===== src/rtl/reaction_round_arbiter_pkg.sv =====
// Shared definitions for the reaction round arbiter: state encoding, winner codes
// and the LFSR feedback polynomial.
package reaction_round_arbiter_pkg;

   localparam logic [1:0] IDLE   = 2'd0;
   localparam logic [1:0] ARM    = 2'd1;
   localparam logic [1:0] GO     = 2'd2;
   localparam logic [1:0] RESULT = 2'd3;

   typedef enum logic [1:0] {
      WIN_NONE = 2'b00,
      WIN_A    = 2'b01,
      WIN_B    = 2'b10,
      WIN_TIE  = 2'b11
   } winner_t;

   // Right-shifting Galois form of x^16 + x^14 + x^13 + x^11 + 1
   localparam logic [15:0] LFSR_TAPS = 16'hB400;

   function automatic logic [15:0] lfsrNext(input logic [15:0] cur);
      return {1'b0, cur[15:1]} ^ (cur[0] ? LFSR_TAPS : 16'h0000);
   endfunction

endpackage


===== src/rtl/reaction_round_arbiter_lfsr16.sv =====
// Free-running 16-bit Galois LFSR; supplies the random part of the ARM delay.
module lfsr16
   import reaction_round_arbiter_pkg::*;
#(
   parameter logic [15:0] SEED = 16'hACE1
) (
   input  logic        clock,
   input  logic        reset,
   output logic [15:0] state
);

   always_ff @(posedge clock or posedge reset) begin
      if (reset)
         state <= SEED;
      else
         state <= lfsrNext(state);
   end

endmodule


===== src/rtl/reaction_round_arbiter.sv =====
// Sequences one reaction round: random ARM wait, GO window, then a held RESULT
// with single-clock point pulses, false-start flags and a winner code.
module reaction_round_arbiter
   import reaction_round_arbiter_pkg::*;
#(
   parameter int          DELAY_MIN_MS    = 500,
   parameter int          DELAY_SPAN_BITS = 10,
   parameter int          WINDOW_MS       = 1000,
   parameter int          HOLD_MS         = 2000,
   parameter logic [15:0] LFSR_SEED       = 16'hACE1
) (
   input  logic       clock,
   input  logic       reset,
   input  logic       tick,
   input  logic       start,
   input  logic       press_a,
   input  logic       press_b,
   input  logic       game_over,
   output logic       led_wait,
   output logic       led_go,
   output logic       point_a,
   output logic       point_b,
   output logic [1:0] foul,
   output logic [1:0] winner,
   output logic       busy
);

   localparam logic [15:0] SPAN_MASK = 16'((32'd1 << DELAY_SPAN_BITS) - 32'd1);

   logic [1:0]  state;
   logic [15:0] cnt;
   logic [15:0] lfsr;
   logic [15:0] armLoad;
   logic        expire;

   lfsr16 #(.SEED(LFSR_SEED)) uLfsr (
      .clock (clock),
      .reset (reset),
      .state (lfsr)
   );

   assign armLoad = 16'(DELAY_MIN_MS) + (lfsr & SPAN_MASK);
   assign expire  = tick && (cnt == 16'd1);

   // Round FSM. Phase loads override the tick decrement, so each phase lasts
   // exactly its load value in ticks; presses take priority over expiry.
   always_ff @(posedge clock or posedge reset) begin
      if (reset) begin
         state    <= IDLE;
         cnt      <= 16'd0;
         led_wait <= 1'b0;
         led_go   <= 1'b0;
         point_a  <= 1'b0;
         point_b  <= 1'b0;
         foul     <= 2'b00;
         winner   <= WIN_NONE;
         busy     <= 1'b0;
      end else begin
         point_a <= 1'b0;
         point_b <= 1'b0;
         if (tick && cnt != 16'd0)
            cnt <= cnt - 16'd1;

         case (state)
            IDLE: begin
               if (start && !game_over) begin
                  state    <= ARM;
                  cnt      <= armLoad;
                  foul     <= 2'b00;
                  winner   <= WIN_NONE;
                  led_wait <= 1'b1;
                  busy     <= 1'b1;
               end
            end
            ARM: begin
               if (press_a || press_b) begin
                  state    <= RESULT;
                  cnt      <= 16'(HOLD_MS);
                  led_wait <= 1'b0;
                  foul     <= {press_b, press_a};
                  point_a  <= press_b && !press_a;
                  point_b  <= press_a && !press_b;
                  if (press_a && press_b)
                     winner <= WIN_NONE;
                  else if (press_a)
                     winner <= WIN_B;
                  else
                     winner <= WIN_A;
               end else if (expire) begin
                  state    <= GO;
                  cnt      <= 16'(WINDOW_MS);
                  led_wait <= 1'b0;
                  led_go   <= 1'b1;
               end
            end
            GO: begin
               if (press_a || press_b || expire) begin
                  state   <= RESULT;
                  cnt     <= 16'(HOLD_MS);
                  led_go  <= 1'b0;
                  point_a <= press_a && !press_b;
                  point_b <= press_b && !press_a;
                  // {B,A} press bits line up with the winner codes, timeout included
                  winner  <= {press_b, press_a};
               end
            end
            RESULT: begin
               if (expire) begin
                  state <= IDLE;
                  busy  <= 1'b0;
               end
            end
            default: state <= IDLE;
         endcase
      end
   end

endmodule


===== config.mk =====
export PLATFORM = sky130hd
export DESIGN_NAME = reaction_round_arbiter
export DESIGN_NICKNAME = d
export VERILOG_FILES = /design/src/rtl/reaction_round_arbiter_pkg.sv /design/src/rtl/reaction_round_arbiter_lfsr16.sv /design/src/rtl/reaction_round_arbiter.sv
export SDC_FILE = /design/constraint.sdc
export NUM_CORES = 1
export LEC_CHECK = 0
export CAP_MARGIN = 30
export CORE_MARGIN = 2
export CORE_UTILIZATION = 45
export DETAILED_ROUTE_END_ITERATION = 8
export HOLD_SLACK_MARGIN = 0.02
export PLACE_DENSITY = 0.76
export SLEW_MARGIN = 40
export SYNTH_ARGS = -nofsm -noshare
export SYNTH_HDL_FRONTEND = slang
export SYNTH_SLANG_ARGS = --single-unit

===== constraint.sdc =====
create_clock -name clock -period 2.2 [get_ports clock]
set_input_delay 0.22 -clock clock [delete_from_list [all_inputs] [get_ports clock]]
set_output_delay 0.22 -clock clock [all_outputs]
set_load 0.005 [all_outputs]

Yosys cells after proc, flatten, opt, wreduce, memory -nomap -nowiden
Index checks and enable logic that the tools add are counted.
W data, S select, Z words.
{"block": "word_totals", "word_cells": 83, "ff_bits": 43, "romBits": 0, "n_memories": 0, "ram_bits": 0, "inputBits": 7, "out_inout_bits": 9, "latch_bits": 0}
{"block": "op_classes", "bitwise": 1, "div": 0, "mux": 36, "n_shift": 0, "reduce_logical": 23, "n_lt_le_gt_ge": 0, "n_mul": 0, "eq_ne": 11, "add_sub_neg": 2}
{"op": "$mux W16", "count": 6}
{"op": "$pmux W16 S3", "count": 1}
{"op": "$mux W2", "count": 11}
{"op": "$eq A16 B1 Y1 const B", "count": 1}
{"op": "$reduce_bool A16 Y1", "count": 1}
{"op": "$sub A16 B1 Y16 const B", "count": 1}
{"op": "$xor A15 B16 Y16", "count": 1}
{"op": "$ne A2 B2 Y1 const B", "count": 6}
{"op": "$reduce_and A4 Y1", "count": 3}
{"op": "$add A9 B10 Y11 const A", "count": 1}
{"op": "$mux W1", "count": 10}
{"op": "$pmux W1 S2", "count": 5}
{"op": "$reduce_and A3 Y1", "count": 3}
{"op": "$pmux W2 S4", "count": 1}
{"op": "$logic_and A1 B1 Y1", "count": 6}
{"op": "$pmux W2 S3", "count": 1}
{"op": "$reduce_bool A2 Y1", "count": 3}
{"op": "$eq A2 B2 Y1 const B", "count": 2}
{"op": "$pmux W2 S2", "count": 1}
{"op": "$logic_not A1 Y1", "count": 3}
{"op": "$ne A3 B3 Y1 const B", "count": 1}
{"op": "$reduce_bool A3 Y1", "count": 1}
{"op": "$eq A2 B1 Y1 const B", "count": 1}
{"op": "$logic_not A2 Y1", "count": 1}
{"op": "$logic_or A1 B1 Y1", "count": 2}

Depth between registers and ports, before layout
Gate-level depths: netlist of run 1.
{"block": "logic_depth", "word_depth": 6, "mapped_depth": 8, "mapped_depth_nobuf": 7}

Cells and area by module
Synthesis of run 1 repeated with hierarchy kept, for this count alone.
{"block": "unflattened", "hier_cells": 220, "area_unflattened_um2": 2273.4}
{"mod": "reaction_round_arbiter", "n_inst": 1, "cells_each": 200, "area_per_inst_um2": 1833.0, "seq_area_each_um2": 675.6}
{"mod": "lfsr16", "n_inst": 1, "cells_each": 20, "area_per_inst_um2": 440.4, "seq_area_each_um2": 410.4}

Least setup slack after synthesis of run 1
Ideal clock, no wire load.
{"block": "synth_timing", "kind": "flip-flop to flip-flop", "startpoint": "register cnt[2]", "endpoint": "register cnt[13]", "setup_slack_ps": 188, "t_required_ps": 2063, "path_buffers": 0, "synth_period_minus_slack_ps": 2012, "arrival_time_ps": 1876, "stages_incl_launch_ff": 6, "setup_time_ps": 137, "path_cell_list": "dfrtp_1 -> or4b_4 -> or4b_4 -> nor3b_2 -> xnor2_1 -> nor2_1"}
{"block": "synth_between", "elab_chain_cells": 6, "word_cells_on_any_way": 12, "classes_between": "add/sub (1); eq/ne (1); mux (6); reduce/logical (4)"}
{"item": "start, declared", "line": "reaction_round_arbiter.sv:31", "rtl": "logic [15:0] cnt;"}
{"item": "start signal, assigned", "line": "reaction_round_arbiter.sv:62", "rtl": "cnt <= cnt - 16'd1;"}
{"item": "start signal, assigned", "line": "reaction_round_arbiter.sv:68", "rtl": "cnt <= armLoad;"}
{"item": "start signal, assigned", "line": "reaction_round_arbiter.sv:78", "rtl": "cnt <= 16'(HOLD_MS);"}
{"item": "branches (longest 5 deep; another with $sub A16 B1 Y16)"}
{"item": "$pmux W16 S3 *", "line": "reaction_round_arbiter.sv:64", "rtl": "case (state)"}
Every way passes the cells marked *.
A chain may end at the register's enable or synchronous reset.

Worst setup path after layout of run 1
{"block": "layout_timing", "startpoint": "register cnt[3]", "endpoint": "register cnt[1]"}
{"block": "layout_between", "elab_chain_cells": 6, "word_cells_on_any_way": 11, "classes_between": "eq/ne (1); mux (6); reduce/logical (4)"}
{"item": "$reduce_bool A16 Y1", "line": "reaction_round_arbiter.sv:61", "rtl": "if (tick && cnt != 16'd0)"}
{"item": "$logic_and A1 B1 Y1", "line": "reaction_round_arbiter.sv:61"}
{"item": "$mux W16", "line": "reaction_round_arbiter.sv:61"}
{"item": "$mux W16", "line": "reaction_round_arbiter.sv:89", "rtl": "end else if (expire) begin"}
{"item": "$mux W16", "line": "reaction_round_arbiter.sv:76", "rtl": "if (press_a || press_b) begin"}
{"item": "$pmux W16 S3 *", "line": "reaction_round_arbiter.sv:64"}
Every way passes the cells marked *; elsewhere a longest branch is shown, timed or not.

==> impl_metrics.csv, run 1 <==
group,metric,value,unit
worst_setup_path,critical-path-top-delay-family,"compound AO/OA/AOI/OAI gates",
detailed_routing,dr.pass1.iters,4,
floorplan,die_area,5720,um^2
synth,synth.distinct_cells,45,
detailed_routing,route.final.wire_length,4680,um
synth,yosysMostFrequentCell,"dfrtp_1",
detailed_routing,via_per_inst,5.30,
placed_design,place_hpwl,3370,um
pwr,total_power,3.18,mW
timing,clock_skew,12.3,ps
layout,drive_gt1_share,17.0,%
layout,final_nets,268,
placed_design,placed_area,2610,um^2
detailed_routing,vias,1711,
timing,finalCritPeriodShare,94.3,%
placed_design,place.port_buffers,15,
global_routing,grt_use_met3,4.23,%
timing,setup_tns,0,ps
worst_setup_path,crit_fanout,8,
worst_setup_path,cp-start-kind,"register",
detailed_routing,wl_per_cell,14.5,um
floorplan,start_util,45.8,%
synth,syn_area_per_cell,10.3,um^2
cts,numCtsBuffers,5,
synth,synth_top_cells_by_area,"dfrtp_1 38%, dfstp_2 9.1%, xor2_1 4.9%",
synth,syn_inst,225,
layout,n_antenna_cell,0,
pwr,power_density,1170,nW/um^2
synth,ys_seq_area_share,47.0,%
cts,clkTransAtPathRegs,90,ps
layout,final-instance-count-excl-fill,323,
floorplan,die_y,75.7,um
synth,synthArstFlopShare,100,%
worst_setup_path,crit_buf_inv,1,
timing,min_period,2070,ps
synth,synth_top_area_share,37.9,%
floorplan,row_count,26,
detailed_routing,drt-initial-drc-count,75,
global_routing,gr-usage-met1,24.9,%
synth,synth_edf_count,0,
global_routing,grt_pass1_vias,1669,
global_routing,grt_pass1_wl,7650,um
synth,synth_top_cells_by_count,"35 x dfrtp_1, 28 x nor2_1, 15 x nand2_1",
timing,clock.fmax,482,MHz
timing,tightest_slew,522,ps
global_routing,grt_busiest_layer,"met2",
worst_setup_path,r2r-start,"cnt[3]$_DFF_PP0_",
floorplan,die_w,75.7,um
timing,fin_hold_ws,352,ps
worst_setup_path,required,2400,ps
layout,syn_to_final_growth,17.3,%
cts,htreeDepth,2,
synth,synth_ff_type,"dfrtp_1",
timing,rsz0062_at_grt,"no",
layout,final_util,53.7,%
global_routing,met2_usage,27.0,%
worst_setup_path,setup.worst_path.start,"cnt[3]$_DFF_PP0_",
worst_setup_path,cp_slowest_cell,"dfrtp_1",
synth,syn-num-nets,241,
cts,cts_tree,"done",
global_routing,track_usage,17.8,%
timing,finalSetupViolCount,0,
floorplan,core,5040,um^2
cts,insertion_delay,300,ps
pwr,leakagePower,1.16,nW
job,cap_violations,0,
global_routing,grt_max_degree,44,
synth,ys_ff_latch,43,
timing,hold_viol,0,
run_status,outcome,"finished clean",
timing,finalWorstSetupSlack,125,ps
placed_design,gp_congestion,0.852,
detailed_routing,drc,0,
worst_setup_path,cpPeakStageDelay,470,ps
cts,root_buffer,"clkbuf_8",
cts,cts.sinks,43,
worst_setup_path,endpoint_kind,"register",
pwr,peakVddDrop,0.000618,V
worst_hold_path,min_path_type,"input port to asynchronous set/reset pin",
worst_setup_path,critical_path_class,"register to register",
floorplan,io_pins,16,
timing,slew_headroom,65.2,%
worst_setup_path,cp.arrival,2280,ps
synth,syn_area,2310,um^2
placed_design,pre_cts_slack,-33.1,ps
timing,slew_viol_final,0,
synth,yosys_warnings,0,
layout,stdcell_area,2710,um^2
global_routing,gr-total-overflow,0,
detailed_routing,ant_nets,0,
cts,clockBufferDepth,2,
placed_design,dp.cells,315,
global_routing,antenna_found_initial,0,
worst_setup_path,cp_cell_sequence,"nor4_2 > nand4_2 > buf_4 > a211oi_2 > a311oi_1 > a21o_1",
synth,yosys.area.top_type,"dfrtp_1",
## flip-flops by register name (all words and copies together), names as in the netlist
| signal | count |
|---|---|
| point_a | 1 |
| led_go | 1 |
| cnt | 16 |
| state | 2 |
| point_b | 1 |
| busy | 1 |
| winner | 2 |
| foul | 2 |
| uLfsr.state | 16 |
| led_wait | 1 |
## repair_timing
| action | CTS | global route |
|---|---|---|
| buffers inserted | 0 | 0 |
| hold buffers | 0 | 0 |
| gates resized for setup | 0 | 2 |
| setup endpoints to repair | 0 | 7 |
## path summary, 6_finish.rpt
| path | endpoint | slack, ps | cells after the start |
|---|---|---|---|
| worst max register to register | cnt[1]$_DFF_PP0_ | 130 | 6 |
| max in group asynchronous | point_a$_DFF_PP0_ | 1470 | 3 |
| worst max-delay path | cnt[1]$_DFF_PP0_ | 130 | 6 |
| min in group clock | uLfsr.state[11]$_DFF_PP1_ | 370 | 0 |
| worst min-delay path | cnt[1]$_DFF_PP0_ | 350 | 3 |
| worst min register to register | uLfsr.state[11]$_DFF_PP1_ | 370 | 0 |
## routing by layer
metal	up-vias	wire length (um)
met2	33	2260
met3	7	167
met1	820	2180
met4	0	72
li1	851	-
met5	-	0
## cells in the final DEF (no fill, tap or decap), drive strengths merged, types with 4 or more instances in the layout
master	count
a21boi	4
a21oi	10
and2	4
buf	11
clkbuf	5
clkdlybuf4s50	15
dfrtp	35
dfstp	8
ha	9
inv	9
nand2	15
nand3	4
nand4	6
nor2	28
nor3	4
nor4	7
o21ai	11
o22ai	8
xnor2	11
xor2	13
## tightest hold or removal path: cells and delay by family
family   cells  cell delay (ps)
buf+inv      3              900
## area by class of cell
class | instances | area [um^2]
fillers | 454 | 2330
multi-input cells | 167 | 1180
flip-flops and latches | 43 | 1090
repair buffers | 26 | 233
well taps | 70 | 87.6
clock buffers | 5 | 68.8
inverters | 9 | 33.8
clock inverters | 3 | 20.0
## kinds of logic (layout without fill, tap and decap cells)
logic type	Yosys count	after routing	share of synthesized area (%)
buf+inv	15	43	2.49
compound gates	47	47	13.3
mux	4	4	1.89
simple gates	83	83	21.4
fa+ha+maj	9	9	4.87
xor+xnor	24	24	9.10
flops	43	43	47.0
## power breakdown
part           switching [mW]  internal [mW]  total [mW]
clock network           0.285          0.221       0.506
logic                   0.776          0.716        1.49
registers               0.221          0.964        1.19
total                    1.28           1.90        3.18
(Power assumes the default switching activity.)
==> run 2: changes to the inputs <==
Settings changed: CORE_MARGIN 2 to not set, CTS_CLUSTER_DIAMETER set to 200, SETUP_SLACK_MARGIN set to 0.5.
==> run 2 against run 1 <==
Maximum frequency grew 3.5%. Largest cell class unchanged. Combinational power grew 19%. Worst setup slack gained 69 ps. Critical path depth shrank 1. Clock skew shrank 2.3 ps. Sequential power is essentially flat. Largest power group unchanged.
==> impl_metrics.csv, run 2 (synthesis gave the netlist of run 1 again) <==
group,metric,value,unit
run_status,outcome,"finished clean",
timing,min_period,2010,ps
pwr,p_clk_share,14.9,%
detailed_routing,route.final.wire_length,4940,um
timing,slew_headroom,56.0,%
timing,clock_skew,10.0,ps
layout,fill_cells,396,
floorplan,core,4820,um^2
cts,numCtsBuffers,5,
layout,syn_to_final_growth,28.7,%
worst_hold_path,min_path_type,"input port to asynchronous set/reset pin",
layout,mostFrequentLayoutCell,"dfrtp_1",
pwr,p_sw_share,40.7,%
global_routing,antenna_found_initial,0,
detailed_routing,dr.pass1.iters,4,
global_routing,grt_pass1_wl,8110,um
pwr,p_comb_share,50.9,%
timing,clock.fmax,499,MHz
pwr,internal_power,2.06,mW
timing,fin_hold_ws,352,ps
timing,hold_viol,0,
global_routing,grt_pass1_vias,1768,
cts,holdBufCountCts,0,
placed_design,place_hpwl,3440,um
detailed_routing,via_per_inst,5.33,
global_routing,grt_max_degree,44,
global_routing,gr-total-overflow,0,
cts,clockBufferDepth,2,
cts,clkTransAtPathRegs,90,ps
job,cap_violations,0,
cts,cts.sinks,43,
floorplan,die_w,73.7,um
floorplan,io_pins,16,
layout,stdcell_area,2980,um^2
pwr,leakagePower,1.25,nW
global_routing,track_usage,20.0,%
worst_setup_path,endpoint_kind,"register",
worst_setup_path,cp.arrival,2210,ps
layout,largest_registers,"cnt x16, uLfsr.state x16",
floorplan,die_y,73.7,um
pwr,power_density,1170,nW/um^2
pwr,total_power,3.47,mW
layout,final_util,61.8,%
cts,insertion_delay,310,ps
worst_setup_path,cp-start-kind,"register",
detailed_routing,ant_nets,0,
cts,htreeDepth,2,
detailed_routing,wl_per_cell,14.8,um
cts,root_buffer,"clkbuf_8",
timing,tightest_slew,660,ps
pwr,seq_power_share,34.2,%
worst_setup_path,crit_fanout,4,
detailed_routing,drt-initial-drc-count,114,
timing,slew_viol_final,0,
floorplan,row_count,25,
layout,final_nets,281,
timing,setup_tns,0,ps
pwr,power.switching,1.41,mW
detailed_routing,vias,1776,
placed_design,gp_congestion,0.802,
layout,mostFrequentLayoutCells,"31 x dfrtp_1, 22 x nor2_1, 20 x buf_4",
worst_setup_path,critical_path_class,"register to register",
layout,n_antenna_cell,0,
worst_setup_path,required,2400,ps
cts,cts_tree,"done",
floorplan,die_area,5430,um^2
detailed_routing,drc,0,
placed_design,place.port_buffers,15,
placed_design,placed_area,2690,um^2
timing,finalSetupViolCount,0,
floorplan,start_util,48.0,%
timing,rsz0062_at_grt,"yes",
timing,finalCritPeriodShare,91.2,%
pwr,peakVddDrop,0.000458,V
layout,drive_gt1_share,30.8,%
## run 2: power groups by stage
| stage | clock, mW | combinational [mW] | sequential (mW) |
|---|---|---|---|
| final | 0.518 | 1.77 | 1.19 |
| after global routing | 0.570 | 1.95 | 1.22 |
| after CTS | 0.537 | 1.67 | 1.18 |
| after detailed placement | 0 | 1.56 | 1.20 |
| after global placement | 0 | 1.53 | 1.20 |
| after floorplan | 0 | 1.13 | 1.17 |
## run 2: path summary, 6_finish.rpt
check | slack [ps] | cells after the start | startpoint | to
max | 190 | 5 | cnt[0]$_DFF_PP0_ | cnt[13]$_DFF_PP0_
min | 350 | 3 | reset | cnt[5]$_DFF_PP0_
max reg2reg | 190 | 5 | cnt[0]$_DFF_PP0_ | cnt[13]$_DFF_PP0_
min reg2reg | 360 | 0 | uLfsr.state[12]$_DFF_PP0_ | uLfsr.state[11]$_DFF_PP1_
max in group asynchronous | 1450 | 3 | reset | state[1]$_DFFE_PP0P_
min in group clock | 360 | 0 | uLfsr.state[12]$_DFF_PP0_ | uLfsr.state[11]$_DFF_PP1_
## run 2: critical path, cell delays in order, from the launching register on
cell	delay, ps
dfrtp_1	410
or4b_4	540
or4b_4	550
nor3b_2	200
xnor2_1	140
nor2_1	60
## run 2: what timing repair did
action | CTS | global route
endpoints found under the setup margin | 22 | 22
gates resized for setup | 17 | 20
pin swaps | 18 | 12
setup buffers | 9 | 3
## run 2: cell type report
class	instances	area [um^2]	share of cell area [%]
sequential	43	1090	36.7
multi-input combinational	167	1330	44.6
clock buffer	5	68.8	2.31
clock inverter	3	25.0	0.841
tap	67	83.8	2.82
timing repair buffer	39	345	11.6
inverter	9	33.8	1.14
## run 2: per-stage QoR
step | std cells | worst slack [ps]
after CTS | 330 | 178
after global placement | 313 | -9.22
after detailed placement | 313 | -52.2
final | 333 | 194
after floorplan | 225 | 233
after global routing | 333 | 123
## run 2: per-layer routing
layer | vias up | wire [um] | global-route usage, %
met1 | 865 | 2330 | 26.6
met2 | 29 | 2410 | 31.5
li1 | 876 | - | -
met4 | 0 | 68 | 7.26
met3 | 6 | 129 | 5.08
met5 | - | 0 | 0
==> run 3: changes to the inputs <==
--- a/constraint.sdc
+++ b/constraint.sdc
@@ -3,2 +3,2 @@
 set_output_delay 0.22 -clock clock [all_outputs]
-set_load 0.005 [all_outputs]
+set_load 0.1 [all_outputs]
==> run 3 against run 2 <==
Sequential share of layout area decreased by 1.8 points. Critical endpoint is now cnt[15]$_DFF_PP0_. Cell count increased by 3.0%. First-iteration DRC count increased by 46%. Worst setup slack got worse by 5.7 ps. Wire length increased by 15%. Via count increased by 7.0%. Sequential power about the same.
==> impl_metrics.csv, run 3 (synthesis gave the netlist of run 1 again) <==
group,metric,value,unit
run_status,outcome,"finished clean",
layout,mostFrequentLayoutCells,"34 x buf_4, 33 x dfrtp_1, 22 x nor2_1",
cts,htreeDepth,2,
worst_setup_path,worstRegToRegCells,5,
worst_hold_path,min_path_type,"input port to asynchronous set/reset pin",
worst_setup_path,cp-start-kind,"register",
cts,clkTransAtPathRegs,90,ps
floorplan,row_count,25,
layout,mostFrequentLayoutCell,"buf_4",
layout,largest_registers,"cnt x16, uLfsr.state x16",
placed_design,placed_area,2660,um^2
global_routing,grt_max_degree,44,
floorplan,die_y,73.7,um
global_routing,grt_pass1_vias,1871,
layout,fill_cells,371,
cts,insertion_delay,310,ps
timing,min_period,2010,ps
timing,setup_tns,0,ps
global_routing,gr-total-overflow,0,
worst_setup_path,cp_slowest_cell,"or4b_4",
detailed_routing,via_per_inst,5.54,
placed_design,gp_congestion,0.797,
cts,clockBufferDepth,2,
detailed_routing,wl_per_cell,16.6,um
layout,final_nets,291,
worst_setup_path,cp.arrival,2220,ps
worst_setup_path,endpoint_kind,"register",
cts,numCtsBuffers,5,
floorplan,die_area,5430,um^2
floorplan,core,4820,um^2
floorplan,io_pins,16,
layout,final-instance-count-excl-fill,343,
pwr,power_density,1300,nW/um^2
placed_design,pre_cts_slack,-46.3,ps
detailed_routing,route.final.wire_length,5700,um
placed_design,place.port_buffers,15,
worst_setup_path,reg2reg_to,"cnt[15]$_DFF_PP0_",
floorplan,die_w,73.7,um
layout,drive_gt1_share,37.7,%
worst_setup_path,required,2410,ps
timing,finalCritPeriodShare,91.4,%
cts,cts.sinks,43,
timing,finalSetupViolCount,0,
job,cap_violations,0,
worst_setup_path,rrSetupSlack,190,ps
worst_setup_path,cp_cell_sequence,"or4b_4 > or4b_4 > nor3_2 > xnor2_1 > nor2_1",
global_routing,grt_pass1_wl,9190,um
placed_design,place_hpwl,3420,um
floorplan,start_util,48.0,%
global_routing,antenna_found_initial,0,
timing,hold_viol,0,
worst_setup_path,critical_path_class,"register to register",
cts,root_buffer,"clkbuf_8",
detailed_routing,drc,0,
pwr,peakVddDrop,0.000592,V
timing,clock.fmax,497,MHz
placed_design,dp.cells,313,
worst_setup_path,critical-path-top-delay-family,"simple AND/OR/NAND/NOR gates",
worst_setup_path,crit_top_cell,"or4b_4",
detailed_routing,vias,1900,
global_routing,track_usage,23.1,%
timing,slew_viol_final,0,
timing,slew_headroom,55.4,%
detailed_routing,ant_nets,0,
layout,stdcell_area,3120,um^2
cts,cts_tree,"done",
worst_setup_path,cpPeakStageDelay,560,ps
worst_setup_path,crit_buf_inv,0,
pwr,leakagePower,1.35,nW
layout,n_antenna_cell,0,
detailed_routing,drt-initial-drc-count,167,
timing,tightest_slew,669,ps
timing,finalWorstSetupSlack,189,ps
worst_setup_path,crit_fanout,4,
detailed_routing,dr.pass1.iters,4,
worst_setup_path,r2r-start,"cnt[0]$_DFF_PP0_",
timing,clock_skew,15.9,ps
layout,syn_to_final_growth,35.2,%
timing,rsz0062_at_grt,"yes",
## run 3: worst min-delay path, stage by stage
cell	delay, ps
clkdlybuf4s50_1	410
inv_1	50
buf_4	440
## run 3: cell type report
type | count | area (um^2) | share of cell area, %
multi-input cells | 167 | 1390 | 44.4
flip-flops and latches | 43 | 1090 | 34.8
repair buffers | 49 | 417 | 13.3
well taps | 67 | 83.8 | 2.68
clock buffers | 5 | 68.8 | 2.20
clock inverters | 3 | 46.3 | 1.48
inverters | 9 | 33.8 | 1.08
## run 3: where the power goes
group / leakage [nW] / switching [mW] / internal [mW]
Sequential: 0.534 / 0.228 / 0.968
Clock: 0.0548 / 0.290 / 0.342
Combinational: 0.766 / 1.32 / 0.925
## run 3: worst max path at each step
stage                           startpoint           endpoint  slack [ps]  cells past startpoint
after floorplan           cnt[0]$_DFF_PP0_  cnt[13]$_DFF_PP0_         230                      5
after global placement                tick  cnt[13]$_DFF_PP0_          -9                      6
after detailed placement              tick  cnt[13]$_DFF_PP0_         -50                      6
after CTS                 cnt[0]$_DFF_PP0_  cnt[13]$_DFF_PP0_         190                      5
after global routing      cnt[0]$_DFF_PP0_   cnt[9]$_DFF_PP0_         120                      5
final                     cnt[0]$_DFF_PP0_  cnt[15]$_DFF_PP0_         190                      5
## run 3: repair_timing
action                                  CTS  global route
hold buffers                              0             0
endpoints found under the setup margin   22            23
gates resized for setup                  32            18
endpoints found under the hold margin     0             0
pin swaps                                26            20
setup buffers                            17             5
## run 3: routing by layer
metal / GRT usage (%) / wire length [um] / up-vias
li1: - / - / 897
met1: 30.3 / 2480 / 937
met2: 36.4 / 2820 / 49
met3: 5.62 / 221 / 17
met4: 9.83 / 178 / 0
met5: 0 / 0 / -
## run 3: through the flow
| step | util (%) | power (mW) | hold slack (ps) |
|---|---|---|---|
| 6_report | 64.9 | 4.07 | 351 |
| 5_1_grt | 64.9 | 4.33 | 396 |
| 4_1_cts | 62.8 | 3.92 | 372 |
| 3_5_place_dp | 55.3 | 3.07 | 352 |
| 3_3_place_gp | 55.3 | 3.05 | 346 |
| 2_1_floorplan | - | 2.63 | 333 |
==> patch 1, RTL diff (config.mk and constraints of run 2) <==
Change the parameter `WINDOW_MS` from 1000 to 750.
--- a/src/rtl/reaction_round_arbiter.sv
+++ b/src/rtl/reaction_round_arbiter.sv
@@ -7,3 +7,3 @@
    parameter int          DELAY_SPAN_BITS = 10,
-   parameter int          WINDOW_MS       = 1000,
+   parameter int          WINDOW_MS       = 750,
    parameter int          HOLD_MS         = 2000,
Check against the original RTL: no difference found for any inputs over 10 cycles, from zero or initial values and one cycle with reset high; that may be too few to reach the edited logic, so the function may still have changed.
==> patch 1 against run 2 <==
- worst setup slack improved by 0.075 ns
- final area increased by 1.9%
- via count increased by 8.1%
- area after synthesis increased by 1.6%
- power increased by 5.6%
- routed wire length increased by 9.6%
- synthesized cell count increased by 0.89%
- sequential cell count unchanged
- largest cell class unchanged
==> patch 1: results (changes against run 2) <==
Run status -> complete, no violations (unchanged)
Worst-case setup slack after placement -> 0.2076 ns (was -0.05221 ns)
Net count of the finished layout -> 295 (was 281)
Gp weighted congestion -> 0.8738 (was 0.8017)
Maximum fanout encountered on the critical timing path -> 3 (was 4)
Net Sw Power -> 1483 uW (was 1413 uW)
Maximum number of pins on one net before global-route repair -> 30 (was 44)
Post-CTS clock slew at the launch and capture registers of the worst setup and hold paths -> 0.09 ns (about the same)
Total placed cells including tap cells -> 319 (was 313)
Data arrival, critical path -> 2.12 ns (was 2.21 ns)
Met3 Wirelength -> 260 um (was 129 um)
Power attributed to combinational cells -> 1980 uW (was 1770 uW)
DRT iter0 DRCs -> 139 (was 114)
Cell type group with the largest total delay on the critical path -> simple AND/OR/NAND/NOR gates (unchanged)
Share of the yosys chip area belonging to registers -> 46.24% (was 47.00%)
First-pass GRT wire length -> 8.880 mm (was 8.107 mm)
Cell variety after synth -> 50 (was 45)
Fraction of layout instances using a drive strength above 1 -> 33.57% (was 30.83%)
PwrDens -> 1210 nW/um2 (was 1168 nW/um2)
Via-to-Cell Ratio -> 5.533 (was 5.333)
Largest clock skew in the final design -> 0.004267 ns (was 0.01002 ns)
Half-perimeter wire length after detailed placement -> 3.726 mm (was 3.438 mm)
Worst IR Drop VDD -> 0.5148 mV (was 0.4585 mV)
Synthesized Nets -> 243 (was 241)
Met2 WL -> 2.614 mm (was 2.411 mm)
Count of input and output buffers -> 15 (unchanged)
Mean instance size in the synthesized netlist -> 10.35 um2 (was 10.27 um2)
Leading cell types by total area after synthesis -> sky130_fd_sc_hd__dfrtp_1 (37%), sky130_fd_sc_hd__dfstp_2 (9.0%), sky130_fd_sc_hd__ha_1 (4.8%), sky130_fd_sc_hd__xor2_1 (4.5%), sky130_fd_sc_hd__xnor2_1 (4.1%) (was sky130_fd_sc_hd__dfrtp_1 (38%), sky130_fd_sc_hd__dfstp_2 (9.1%), sky130_fd_sc_hd__xor2_1 (4.9%), sky130_fd_sc_hd__ha_1 (4.9%), sky130_fd_sc_hd__nor2_1 (4.5%))
Pin slew with the least headroom to its limit -> 0.5557 ns (was 0.6601 ns)
Worst-path cell with the longest stage delay -> sky130_fd_sc_hd__dfrtp_2 (was sky130_fd_sc_hd__or4b_4)
List of most frequent post-synthesis cells -> sky130_fd_sc_hd__dfrtp_1 (35), sky130_fd_sc_hd__nor2_1 (21), sky130_fd_sc_hd__nand2_1 (20) (was sky130_fd_sc_hd__dfrtp_1 (35), sky130_fd_sc_hd__nor2_1 (28), sky130_fd_sc_hd__nand2_1 (15))
WL final -> 5.416 mm (was 4.943 mm)
==> patch 1: logic make-up after synthesis <==
family          Yosys count  synth area share [%]
simple gates             85                 19.55
compound gates           49                 14.86
flops                    43                 46.24
xor+xnor                 23                 8.577
buf+inv                  13                 3.623
fa+ha+maj                 9                 4.795
mux                       5                 2.344
==> patch 1: worst register-to-register path: cells and delay by family (launching register included) <==
family | cells | cell delay [ns]
DFF | 1 | 0.44
AOI/OAI and AO/OA | 2 | 0.55
and+or+nand+nor | 3 | 0.83
==> patch 1: final cells by class <==
class                   instances  area (um2)
multi-input cells             171        1325
inverters                       9       33.78
flip-flops and latches         43        1092
clock inverters                 3       23.77
fillers                       397        1847
well taps                      67       83.83
repair buffers                 49       405.4
clock buffers                   5       68.82
==> patch 1: stage by stage <==
stage	cell area (um2)	hold slack (ns)
floorplan	2405	0.3330
global placement	2693	0.3364
detailed placement	2693	0.3548
CTS	2967	0.2426
global route	3033	0.2803
finish	3033	0.2390
==> patch 1: path summary, 6_finish.rpt <==
kind,start,endpoint,slack (ns)
setup / recovery,cnt[8],cnt[4],0.27
hold / removal,reset,cnt[0],0.24
setup reg to reg,cnt[8],cnt[4],0.27
hold reg to reg,uLfsr.state[12],uLfsr.state[11],0.37
max in group asynchronous,reset,uLfsr.state[7],1.57
min in group clock,uLfsr.state[12],uLfsr.state[11],0.37
==> patch 1: repair_timing <==
item / CTS / global route
hold buffers: 0 / 0
pin swaps: 11 / 13
resized for setup: 22 / 8
endpoints found under the setup margin: 23 / 23
hold endpoints to repair: 0 / 0
cloned: 0 / 0
buffers inserted: 15 / 5
==> patch 1: layer usage <==
metal  vias up  track usage (%)
li1        919                -
met1       932            28.05
met2        59            34.95
met3        10            5.420
met4         0            6.918
met5         -                0
==> patch 2, RTL diff (settings of run 2) <==
Without the edit above. Put one more register stage on the output `led_go`, without a reset. The value now appears one clock later. The other outputs are not delayed to match.
--- a/src/rtl/reaction_round_arbiter.sv
+++ b/src/rtl/reaction_round_arbiter.sv
@@ -29,2 +29,4 @@
 
+   logic led_go_s0;
+
    logic [1:0]  state;
@@ -51,3 +53,3 @@
          led_wait <= 1'b0;
-         led_go   <= 1'b0;
+         led_go_s0 <= 1'b0;
          point_a  <= 1'b0;
@@ -92,3 +94,3 @@
                   led_wait <= 1'b0;
-                  led_go   <= 1'b1;
+                  led_go_s0 <= 1'b1;
                end
@@ -99,3 +101,3 @@
                   cnt     <= 16'(HOLD_MS);
-                  led_go  <= 1'b0;
+                  led_go_s0 <= 1'b0;
                   point_a <= press_a && !press_b;
@@ -117,2 +119,6 @@
 
+   always_ff @(posedge clock) begin
+      led_go <= led_go_s0;
+   end
+
 endmodule
Formal check against the unedited RTL: no difference found for any inputs over 10 cycles, from zero or initial values and one cycle with reset high; that may be too few to reach the edited logic, so the function may still have changed.
==> patch 2 against run 2 <==
- largest power group unchanged
- via count is 19% higher
- final area is 8.3% higher
- clock power is 25% higher
- area after synthesis is 2.2% higher
- routed wire length is 33% higher
- combinational power is 25% higher
- power is 17% higher
- largest cell class unchanged
- worst setup slack worse by 0.051 ns
- sequential cell count is 1 higher
- sequential share of layout area is 2.2 points lower
- core utilization is 1.7 points higher
==> patch 2: results (changes against run 2) <==
Pre-antenna DRT Iters -> 6 (was 4)
Share of the yosys chip area belonging to registers -> 46.82% (was 47.00%)
Maximum fanout encountered on the critical timing path -> 5 (was 4)
Cells after synthesis -> 232 (was 225)
Total placed cells including tap cells -> 327 (was 313)
Static leakage power -> 0.001363 uW (was 0.001247 uW)
CTS root buffer -> sky130_fd_sc_hd__clkbuf_8 (unchanged)
Via-to-Cell Ratio -> 6.008 (was 5.333)
Deepest level of the CTS H-tree -> 2 (unchanged)
Largest clock skew in the final design -> 0.008982 ns (was 0.01002 ns)
Data arrival, critical path -> 2.24 ns (was 2.21 ns)
DRT iter0 DRCs -> 305 (was 114)
Share of async-settable or async-resettable flops after synthesis -> 97.73% (was 100.0%)
Number of max-slew violations in the final report -> 0 (unchanged)
Synthesized Nets -> 248 (was 241)
Gp weighted congestion -> 0.9690 (was 0.8017)
List of most frequent post-synthesis cells -> sky130_fd_sc_hd__dfrtp_1 (35), sky130_fd_sc_hd__nor2_1 (20), sky130_fd_sc_hd__nand2_1 (17) (was sky130_fd_sc_hd__dfrtp_1 (35), sky130_fd_sc_hd__nor2_1 (28), sky130_fd_sc_hd__nand2_1 (15))
Clock insertion delay at the later pin of the skew report -> 0.31 ns (about the same)
Leading cell types by total area after synthesis -> sky130_fd_sc_hd__dfrtp_1 (37%), sky130_fd_sc_hd__dfstp_2 (8.9%), sky130_fd_sc_hd__xor2_1 (4.8%), sky130_fd_sc_hd__ha_1 (4.8%), sky130_fd_sc_hd__nor2_1 (3.2%) (was sky130_fd_sc_hd__dfrtp_1 (38%), sky130_fd_sc_hd__dfstp_2 (9.1%), sky130_fd_sc_hd__xor2_1 (4.9%), sky130_fd_sc_hd__ha_1 (4.9%), sky130_fd_sc_hd__nor2_1 (4.5%))
Total CTS buffers -> 5 (unchanged)
GRT Total Usage -> 21.79% (was 19.99%)
Routed wire per std cell -> 18.56 um (was 14.84 um)
Half-perimeter wire length after detailed placement -> 3.601 mm (was 3.438 mm)
Net Sw Power -> 1661 uW (was 1413 uW)
Via count of the first global-routing pass -> 1917 (was 1768)
Number of antenna violations at the first check in global routing -> 0 (unchanged)
Number of standard cells in the layout, taps in and fillers out -> 353 (was 333)
Max-slew headroom at the worst pin -> 65.34% (was 56.00%)
Tightest Hold Check Type -> in -> async (unchanged)
Worst IR Drop VDD -> 0.4358 mV (was 0.4585 mV)
Cell variety after synth -> 55 (was 45)
Max Root-Sink Buffers -> 2 (unchanged)
Register-to-Register Setup Slack -> 0.14 ns (was 0.19 ns)
Maximum number of pins on one net before global-route repair -> 44 (unchanged)
Post-CTS clock slew at the launch and capture registers of the worst setup and hold paths -> 0.09 ns (about the same)
Fraction of layout instances using a drive strength above 1 -> 35.34% (was 30.83%)
Origin of the worst setup path -> cnt[5] (was cnt[0])
Fillers -> 376 (was 396)
Regs by FF count -> cnt: 16 flops, uLfsr.state: 16 flops (unchanged)
Run status -> complete, no violations (unchanged)
First-pass GRT wire length -> 9.156 mm (was 8.107 mm)
Net count of the finished layout -> 298 (was 281)
patch 2: cell types whose count changed after synthesis, sizes merged, moves of 3 or more:
cell   change
nor2       -8
xnor2      -6
nand3      +3
nand4      -3
nor3       +3
o31ai      +3
or2        +3
patch 2: cell type report:
class                           count  share of cell area [%]
Sequential cell                    44                   34.49
Timing Repair Buffer               49                   13.28
Inverter                           11                   1.282
Clock buffer                        5                   2.136
Multi-Input combinational cell    171                   44.66
Clock inverter                      3                   1.437
Tap cell                           70                   2.718
patch 2: metrics by stage:
stage          worst slack [ns]  hold WS (ns)  power, uW  area, um2
2_1_floorplan            0.3230        0.3330       2289       2416
3_3_place_gp             0.1675        0.3455       2748       2750
3_5_place_dp             0.1123        0.3462       2798       2750
4_1_cts                  0.2750        0.3496       3715       3087
5_1_grt                  0.1236        0.3918       4267       3222
6_report                 0.1438        0.3292       4055       3222
patch 2: logic make-up (layout without fill, tap and decap cells):
logic type | count (synthesis) | in the layout | synth area share [%]
and+or+nand+nor | 84 | 84 | 19.76
muxes | 5 | 5 | 2.330
DFF | 44 | 44 | 46.82
AOI/OAI and AO/OA | 55 | 55 | 16.95
adders and majority gates | 9 | 9 | 4.767
xor gates and xnor gates | 18 | 18 | 6.674
buffers and inverters | 17 | 68 | 2.701
patch 2: power by group through the flow:
| stage | Sequential (uW) | Combinational [uW] | Clock (uW) |
|---|---|---|---|
| floorplan | 1150 | 1130 | 0 |
| global placement | 1180 | 1570 | 0 |
| detailed placement | 1180 | 1610 | 0 |
| CTS | 1170 | 1880 | 660 |
| global route | 1210 | 2360 | 691 |
| finish | 1200 | 2210 | 648 |
patch 2: worst max-delay path, cell delays in order, from the launching register on:
cell	delay, ns
sky130_fd_sc_hd__dfrtp_2	0.45
sky130_fd_sc_hd__nor4_4	0.39
sky130_fd_sc_hd__nand4_4	0.21
sky130_fd_sc_hd__nor2_2	0.23
sky130_fd_sc_hd__buf_4	0.18
sky130_fd_sc_hd__a32oi_1	0.14
sky130_fd_sc_hd__o22ai_1	0.33
patch 2: repair_timing:
item,4_1_cts,5_1_grt
setup endpoints to repair,23,22
pin swaps,10,10
buffers inserted,11,7
resized for setup,36,16
hold buffers,0,0
patch 2: final timing paths:
kind / end / depth (start not counted)
setup / recovery: cnt[3] / 6
hold / removal: point_b / 3
setup reg to reg: cnt[3] / 6
hold reg to reg: uLfsr.state[0] / 0
max in group asynchronous: cnt[4] / 3
min in group clock: uLfsr.state[0] / 0
patch 2: routing by layer:
layer,GRT usage [%],share of wire (%)
met5,0,0
met4,7.128,3.5
met3,3.930,6.2
met2,34.43,49
met1,30.29,41
